$ cat src/rtl/swap_xbar.sv
// swap_xbar: register bank with external load and FSM-driven swap/copy.
// Any two registers are exchanged through a hidden temp register or copied.
module swap_xbar #(
    parameter int WIDTH = 8,
    parameter int NREGS = 4,
    localparam int SW = $clog2(NREGS)
) (
    input  logic                   Clock,
    input  logic                   Reset,
    input  logic [WIDTH-1:0]       Data,
    input  logic                   Extern,
    input  logic [NREGS-1:0]       RinExt,
    input  logic                   w,
    input  logic                   Mode,
    input  logic [SW-1:0]          SelA,
    input  logic [SW-1:0]          SelB,
    output logic [WIDTH-1:0]       BusWires,
    output logic [NREGS*WIDTH-1:0] RegOut,
    output logic                   Busy,
    output logic                   Done
);

    typedef enum logic [2:0] {
        IDLE,
        S1,
        S2,
        S3,
        C1
    } state_t;

    localparam logic [SW:0] NR = (SW+1)'(NREGS);

    state_t           state;
    logic [SW-1:0]    sel_a;
    logic [SW-1:0]    sel_b;
    logic [WIDTH-1:0] tmp;
    logic [WIDTH-1:0] r [NREGS];
    logic             sel_ok;

    // A request is accepted only when both indices name a real register
    always_comb begin
        sel_ok = ({1'b0, SelA} < NR) && ({1'b0, SelB} < NR);
    end

    // Control FSM: latches operands on start, Busy/Done registered with state
    always_ff @(posedge Clock or posedge Reset) begin
        if (Reset) begin
            state <= IDLE;
            sel_a <= '0;
            sel_b <= '0;
            Busy  <= 1'b0;
            Done  <= 1'b0;
        end else begin
            unique case (state)
                IDLE: begin
                    if (w && sel_ok) begin
                        sel_a <= SelA;
                        sel_b <= SelB;
                        state <= Mode ? C1 : S1;
                        Busy  <= 1'b1;
                        Done  <= Mode;
                    end
                end
                S1: begin
                    state <= S2;
                    Done  <= 1'b0;
                end
                S2: begin
                    state <= S3;
                    Done  <= 1'b1;
                end
                S3, C1: begin
                    state <= IDLE;
                    Busy  <= 1'b0;
                    Done  <= 1'b0;
                end
                default: begin
                    state <= IDLE;
                    Busy  <= 1'b0;
                    Done  <= 1'b0;
                end
            endcase
        end
    end

    // Register bank and temp: external loads in IDLE, transfers otherwise
    always_ff @(posedge Clock or posedge Reset) begin
        if (Reset) begin
            tmp <= '0;
            for (int i = 0; i < NREGS; i++) begin
                r[i] <= '0;
            end
        end else begin
            unique case (state)
                IDLE: begin
                    if (Extern) begin
                        for (int i = 0; i < NREGS; i++) begin
                            if (RinExt[i]) begin
                                r[i] <= Data;
                            end
                        end
                    end
                end
                S1: tmp <= r[sel_a];
                S2: r[sel_a] <= r[sel_b];
                S3: r[sel_b] <= tmp;
                C1: r[sel_b] <= r[sel_a];
                default: ;
            endcase
        end
    end

    // Bus source follows the current transfer; reset forces it low
    always_comb begin
        BusWires = '0;
        unique case (state)
            IDLE:    BusWires = Extern ? Data : '0;
            S1:      BusWires = r[sel_a];
            S2:      BusWires = r[sel_b];
            S3:      BusWires = tmp;
            C1:      BusWires = r[sel_a];
            default: BusWires = '0;
        endcase
        if (Reset) begin
            BusWires = '0;
        end
    end

    // Flatten the register bank for downstream readers
    always_comb begin
        RegOut = '0;
        for (int i = 0; i < NREGS; i++) begin
            RegOut[i*WIDTH +: WIDTH] = r[i];
        end
    end

endmodule

$ cat config.mk
export PLATFORM = sky130hd
export DESIGN_NAME = swap_xbar
export DESIGN_NICKNAME = d
export VERILOG_FILES = /design/src/rtl/swap_xbar.sv
export SDC_FILE = /design/constraint.sdc
export NUM_CORES = 1
export LEC_CHECK = 0
export ABC_AREA = 1
export CORE_UTILIZATION = 35
export DETAILED_ROUTE_END_ITERATION = 10
export PLACE_DENSITY = 0.65
export SLEW_MARGIN = 20
export SYNTH_ARGS = -nofsm -noshare
export SYNTH_HDL_FRONTEND = slang
export SYNTH_SLANG_ARGS = --single-unit
$ cat constraint.sdc
create_clock -name Clock -period 6.1 [get_ports Clock]
set_clock_uncertainty 0.1 [all_clocks]
set_input_delay 1.22 -clock Clock [delete_from_list [all_inputs] [get_ports Clock]]
set_output_delay 1.22 -clock Clock [all_outputs]
set_load 0.02 [all_outputs]
Yosys cells after proc, flatten, opt, wreduce, memory -nomap -nowiden --
Cells that the tools add are included.
Word-level totals: output and inout port bits 42, register bits 49, logic and storage cells 68, bits of input ports 21
Operators by class: reductions and logical operators 12, multiplexer cells 29, equality and inequality tests 10, order comparisons 4, bitwise operators 3
Operators with widths (number):
- $pmux 32 s4 | 1
- $bwmux 32 | 3
- $mux 8 | 12
- $bmux 8 s2 | 2
- $demux 8 s2 | 2
- $mux 32 | 1
- $pmux 8 s4 | 1
- $ne 2x2->1 const B | 6
- $reduce_and 3->1 | 4
- $pmux 3 s3 | 1
- $eq 3x2->1 const B | 2
- $ge 3x3->1 const B | 2
- $lt 3x1->1 const B | 2
- $mux 3 | 2
- $not 2->3 | 2
- $pmux 1 s2 | 2
- $reduce_and 2->1 | 2
- $reduce_bool 4->1 | 1
- $reduce_or 2->1 | 2
- $eq 3x1->1 const B | 1
- $eq 3x3->1 const B | 1
- $logic_not 3->1 | 1
- $logic_and 1x1->1 | 2
- $mux 1 | 2
- $not 1->1 | 1

Depth between registers and ports, before layout --
Gate-level depths: netlist of run 1.
depth after elaboration 7, depth in mapped cells 12, mapped depth without buffers 11

Least setup slack after synthesis of run 1 --
OpenSTA, ideal clock, no wires.
kind input port to output port, from in Reset, to out BusWires[7], arrival 2.730 ns, required time 4.780 ns, stages on the path 3, slack 2.050 ns, path buffers 0, cell sequence inv_1 -> o21ai_0 -> inv_1
On the way: cells in the longest elaborated chain, start to end 1
Ends and longest elaborated chain:
- start, declared | line 9 | input logic Reset,
- $mux 8 | line 124 | if (Reset) begin
- end, declared | line 17 | output logic [WIDTH-1:0] BusWires,
Every way passes these cells.

Worst setup path after layout of run 1 --
from reg sel_a[0], to out BusWires[2]
On the way: cells in the longest elaborated chain, start to end 6
Ends and longest elaborated chain:
- start, declared | line 34 | logic [SW-1:0] sel_a;
- start signal, assigned | line 57 | sel_a <= SelA;
- $not 2->3 (not written as such) | line 118, 121
- $bmux 8 s2 | line 118, 121
- $mux 8 (not written as such) (2 in series) | line 118, 121
- $pmux 8 s4 | line 116 | unique case (state)
- $mux 8 | line 124
Every way passes these cells. The select of a mux whose other input is x is not followed.

==> results of run 1 <==
cell type report:
| cell class | instances | area share, % |
|---|---|---|
| multi-input combinational | 553 | 46.86 |
| sequential | 49 | 24.88 |
| timing repair buffer | 64 | 12.90 |
| inverter | 109 | 8.302 |
| tap | 140 | 3.554 |
| clock buffer | 7 | 2.894 |
| clock inverter | 1 | 0.6093 |
logic make-up (layout without fill, tap and decap cells):
family,Yosys count,count (layout),synth area share (%)
AOI/OAI and AO/OA,36,36,5.417
buffers and inverters,129,181,13.17
DFF,49,49,30.16
and+or+nand+nor,517,517,51.25
power by group:
group / leakage [nW] / switching (mW) / internal, mW
clock: 0.0841 / 0.126 / 0.205
sequential: 0.560 / 0.269 / 0.494
combinational: 2.15 / 1.39 / 0.761
total: 2.79 / 1.78 / 1.46
layout by cell type (no fill, tap or decap), types with 2 or more instances in the layout:
master	instances
or2_2	7
o21ai_2	7
nand2_2	6
nand2_1	368
nand3_1	59
dfrtp_1	49
o21ai_0	13
o2111ai_1	3
nor3_1	2
clkdlybuf4s50_1	62
clkbuf_16	5
nor2_1	65
inv_2	4
buf_4	2
nor2_2	6
inv_1	105
a21oi_1	11
critical path, delay by kind of cell, from the launching register on:
| family | cells | cell delay, ps |
|---|---|---|
| AOI/OAI and AO/OA | 1 | 90 |
| buffers and inverters | 2 | 1000 |
| DFF | 1 | 810 |
| and+or+nand+nor | 7 | 900 |
metrics by stage:
step	utilization [%]	power [mW]	area, um2
floorplan	-	2.213	4065
global placement	42.93	2.875	4756
detailed placement	42.93	2.886	4756
CTS	44.49	3.223	4928
global route	44.49	3.570	4928
finish	44.49	3.244	4928
path summary, 6_finish.rpt:
| check | startpoint | to | slack, ps | depth (start not counted) |
|---|---|---|---|---|
| max | sel_a[0] | BusWires[2] | 1680 | 10 |
| min | tmp[0] | tmp[0] | 380 | 2 |
| max in group asynchronous | Reset | sel_b[1] | 3850 | 3 |
| min reg2reg | tmp[0] | tmp[0] | 380 | 2 |
| min in group asynchronous | Reset | tmp[0] | 1300 | 2 |
| max reg2reg | sel_a[0] | RegOut[15] | 3580 | 11 |
cell usage after synthesis, types with 2 or more instances:
cell type,number
or2_2,7
dfrtp_1,49
o21ai_2,7
o21ai_0,13
nand3_1,59
nand2_2,6
buf_4,6
nor2_1,65
inv_2,3
o2111ai_1,3
nor3_1,2
buf_6,2
a21oi_1,11
nor2_2,6
buf_2,11
inv_1,106
nand2_1,368
flip-flops by register name, summed over array words and instances (netlist names):
register  count
Busy          1
Done          1
RegOut       32
sel_a         2
sel_b         2
state         3
tmp           8
layer usage:
| layer | vias to the layer above | global-route usage [%] | wire (um) |
|---|---|---|---|
| met3 | 22 | 3.438 | 1007 |
| li1 | 2279 | - | - |
| met1 | 2036 | 31.69 | 5781 |
| met2 | 219 | 37.29 | 5798 |
| met4 | 0 | 5.810 | 269 |
| met5 | - | 0 | 0 |
==> results.ini, run 1 <==
[logic_synthesis]
synth_top_area_share_pct = 33.98
ys_seq_area_share_pct = 30.16
synthTopCellsByArea = nand2_1 34%, dfrtp_1 30%, inv_1 9.8%
yosys_warnings = 0
ys.flop_type = dfrtp_1
synth-async-reset-ratio_pct = 100.0
ys_seq_elements = 49
syn_area_mm2 = 0.004065
synth_edf_count = 0
yosys.area.top_type = nand2_1
synthDistinctLibCells = 24
syn_area_per_cell_um2 = 5.561
syn_nets = 752
syn_inst = 731

[setup_path]
cp_slowest_cell = dfrtp_1
slowest_delay_ps = 810
worst_setup_path_start_kind = flip-flop
cp-end-kind = primary output
path_max_fanout = 21
required_ps = 4780
worstPathArrival_ps = 3100
worstSetupPathType = flip-flop to primary output
crit_top_cell = nand2_1
path_cells = inv_1, nand2_1, nand2_1, nand2_1, nand2_1, nand2_1, nand2_1, nor2_1, a21oi_1, clkdlybuf4s50_1

[floorplanning]
start_util_pct = 36.70
fp.coreArea_mm2 = 0.01108
fp-row-count = 38
dieHeight_um = 109.8
die_w_um = 109.8
num_io_pins = 63
die_area_mm2 = 0.01205

[cts]
htree_levels = 2
clock_latency_ps = 290
cts_buffers = 5
cts_resized = 0
root_buffer = clkbuf_16
cts_hold_buf = 0
cts_tree = yes
clkTransAtPathRegs_ps = 70
clock-sinks = 49
clockBufferDepth = 2
postCtsSetupBuffers = 0

[timing]
final.period_utilization_pct = 72.44
max-slew-margin-rel_pct = 49.86
layout_setup_ws_ps = 1681
setup_viol = 0
fmax_ghz = 0.2263
fin_hold_ws_ps = 382.6
layout_min_cycle_time_ps = 4419
totalNegativeSetupSlack_ps = 0
tightest_slew_ps = 752.1
final_hold_viol_count = 0
rsz0062_at_grt = false
slew_violations = 0

[outcome]
status = finished, final reports clean

[placed_design]
io_buffers = 62
place_ws_ps = 1708
hpwl_mm = 9.778
place.gp.congestion = 0.9959
dp.cells = 915

[finish]
final_cells = 923
fillCellCount = 1220
ff_latch_area_mm2 = 0.001226
nets = 803
layout-drive-gt1-share_pct = 5.236
multi_input_area_mm2 = 0.002310
syn_to_final_growth_pct = 21.24
antenna_cells = 0

[power]
power_density_mw_per_mm2 = 658.2
p_leak_nw = 2.791
irDropWorstVdd_v = 0.0002772

[run]
cap_violations = 0

[drt]
drc_errors = 0
vias_per_cell = 4.936
first_pass_iters = 5
wl_mm = 12.86
dr.first_iter.drc_count = 367
vias = 4556
wl_per_cell_um = 13.93
antenna_left = 0

[worst_hold_path]
hp-class = flip-flop to flip-flop

[global_route]
antenna_found_initial = 0
grt_max_degree = 39
grt_overflow = 0
grt_usage_pct = 22.92
grt_pass1_vias = 4180
grt_first_pass_wirelength_mm = 21.09

Power figures use the tool's default switching activity.
==> run 2, diff against run 1 <==
==> constraint.sdc (replaced) <==
create_clock -name Clock -period 4.1 [get_ports Clock]
set_clock_uncertainty 0.1 [all_clocks]
set_input_delay 0.82 -clock Clock [delete_from_list [all_inputs] [get_ports Clock]]
set_output_delay 0.82 -clock Clock [all_outputs]
set_load 0.02 [all_outputs]
==> run 2 against run 1 <==
Via count fell by 2.1%; flip-flop and latch count stayed put; worst hold slack lost 1.7 ps; sequential share of layout area shrank 0.12 points; combinational power rose by 54%; final cell count rose by 0.87%.
==> results.ini, run 2 (synthesis gave the netlist of run 1 again) <==
[timing]
max-slew-margin-rel_pct = 48.12
setup_viol = 0
fmax_ghz = 0.2764
fin_hold_ws_ps = 380.8
rsz0062_at_grt = false
final_hold_viol_count = 0
slew_violations = 0
tightest_slew_ps = 778.1
final.period_utilization_pct = 88.25
totalNegativeSetupSlack_ps = 0
layout_min_cycle_time_ps = 3618

[finish]
antenna_cells = 0
fillCellCount = 1232
nets = 811
layout-drive-gt1-share_pct = 5.942
final_area_mm2 = 0.004952
most-common-layout-cells = 368 x nand2_1, 105 x inv_1, 65 x nor2_1, 62 x clkdlybuf4s50_1, 59 x nand3_1
largest_register_ffs = 32
syn_to_final_growth_pct = 21.82
final_common_cell = nand2_1

[setup_path]
required_ps = 3180
path_cells = inv_1, nand2_1, nand2_1, nand2_1, nand2_1, nand2_1, nand2_1, nor2_1, a21oi_1, clkdlybuf4s50_1
r2r_setup_slack_ps = 1630
cp-end-kind = primary output
worst_setup_path_start_kind = flip-flop
crit_buf_inv = 2
worstSetupPathType = flip-flop to primary output
slowest_delay_ps = 630
path_max_fanout = 16
cp_slowest_cell = clkdlybuf4s50_1
path_delay_family = buffers and inverters
worstPathArrival_ps = 2700
crit_top_cell = nand2_1

[cts]
clockBufferDepth = 2
cts_resized = 0
clock-sinks = 49
clkTransAtPathRegs_ps = 70
cts_hold_buf = 0
cts_tree = yes
clock_latency_ps = 290
htree_levels = 2
root_buffer = clkbuf_16
cts_buffers = 5
postCtsSetupBuffers = 0

[power]
irDropWorstVdd_v = 0.0004410
power_density_mw_per_mm2 = 971.0
p_leak_nw = 2.811

[floorplanning]
die_area_mm2 = 0.01205
fp.coreArea_mm2 = 0.01108
dieHeight_um = 109.8
fp-row-count = 38
die_w_um = 109.8
start_util_pct = 36.70
num_io_pins = 63

[placed_design]
place.gp.congestion = 0.9323
io_buffers = 62
hpwl_mm = 9.977
placed_cell_area_mm2 = 0.004816

[drt]
first_pass_iters = 5
antenna_left = 0
vias = 4461
drc_errors = 0
wl_per_cell_um = 14.23
wl_mm = 13.25
dr.first_iter.drc_count = 435
vias_per_cell = 4.792

[global_route]
grt_usage_pct = 24.31
grt_overflow = 0
grt_first_pass_wirelength_mm = 22.07
grt_max_degree = 33
grt_pass1_vias = 4133
antenna_found_initial = 0

[run]
cap_violations = 0

[worst_hold_path]
hp-class = flip-flop to flip-flop

[outcome]
status = finished, final reports clean

run 2: final cells by class:
cell class | instances | area, um2 | share of cell area [%]
Multi-Input combinational cell | 553 | 2310 | 46.64
Sequential cell | 49 | 1226 | 24.76
Timing Repair Buffer | 72 | 695.7 | 14.05
Inverter | 109 | 409.1 | 8.262
Tap cell | 140 | 175.2 | 3.537
Clock buffer | 8 | 136.4 | 2.754
run 2: final timing paths:
kind | to | depth (start not counted) | start
min | tmp[4] | 2 | tmp[4]
min reg2reg | tmp[4] | 2 | tmp[4]
max reg2reg | RegOut[4] | 10 | state[1]
max | BusWires[3] | 10 | sel_a[0]
max in group asynchronous | sel_a[0] | 3 | Reset
min in group asynchronous | Done | 3 | Reset
run 2: metrics by stage:
stage	utilization [%]	cells	setup WS, ps	power [mW]
floorplan	-	731	849.7	3.292
global placement	43.47	923	659.5	4.352
detailed placement	43.47	923	638.0	4.365
CTS	44.70	931	560.1	4.789
global route	44.70	931	284.7	5.333
finish	44.70	931	481.8	4.809
run 2: worst reg2reg max path, cell delays in order, from the launching register on:
cell	delay, ps
dfrtp_1	450
inv_1	160
nor3_4	520
buf_4	240
inv_1	60
nand2_2	310
nor2_1	180
nor2_1	120
nand3_1	130
nand2_1	80
inv_1	40
run 2: report_power, final:
group | leakage [nW] | switching, mW | internal, mW | total, mW
logic | 2.19 | 2.14 | 1.17 | 3.32
clock network | 0.0652 | 0.179 | 0.228 | 0.407
registers | 0.560 | 0.350 | 0.737 | 1.09
total | 2.81 | 2.67 | 2.14 | 4.81
run 2: per-layer routing:
metal	wire length (um)	part of all wire, %	global-route usage, %
met1	6133	46	33.09
met2	5768	44	38.32
met3	992	7.5	5.691
met4	354	2.7	6.762
met5	0	0	0
==> run 3, diff against run 2 <==
--- a/config.mk
+++ b/config.mk
@@ -6,6 +6,7 @@
 export NUM_CORES = 1
 export LEC_CHECK = 0
 export ABC_AREA = 1
+export CAP_MARGIN = 20
 export CORE_UTILIZATION = 35
 export DETAILED_ROUTE_END_ITERATION = 10
 export PLACE_DENSITY = 0.65
==> results of run 3 <==
Same layout as run 2: the final DEF is identical, and so are final timing and power.
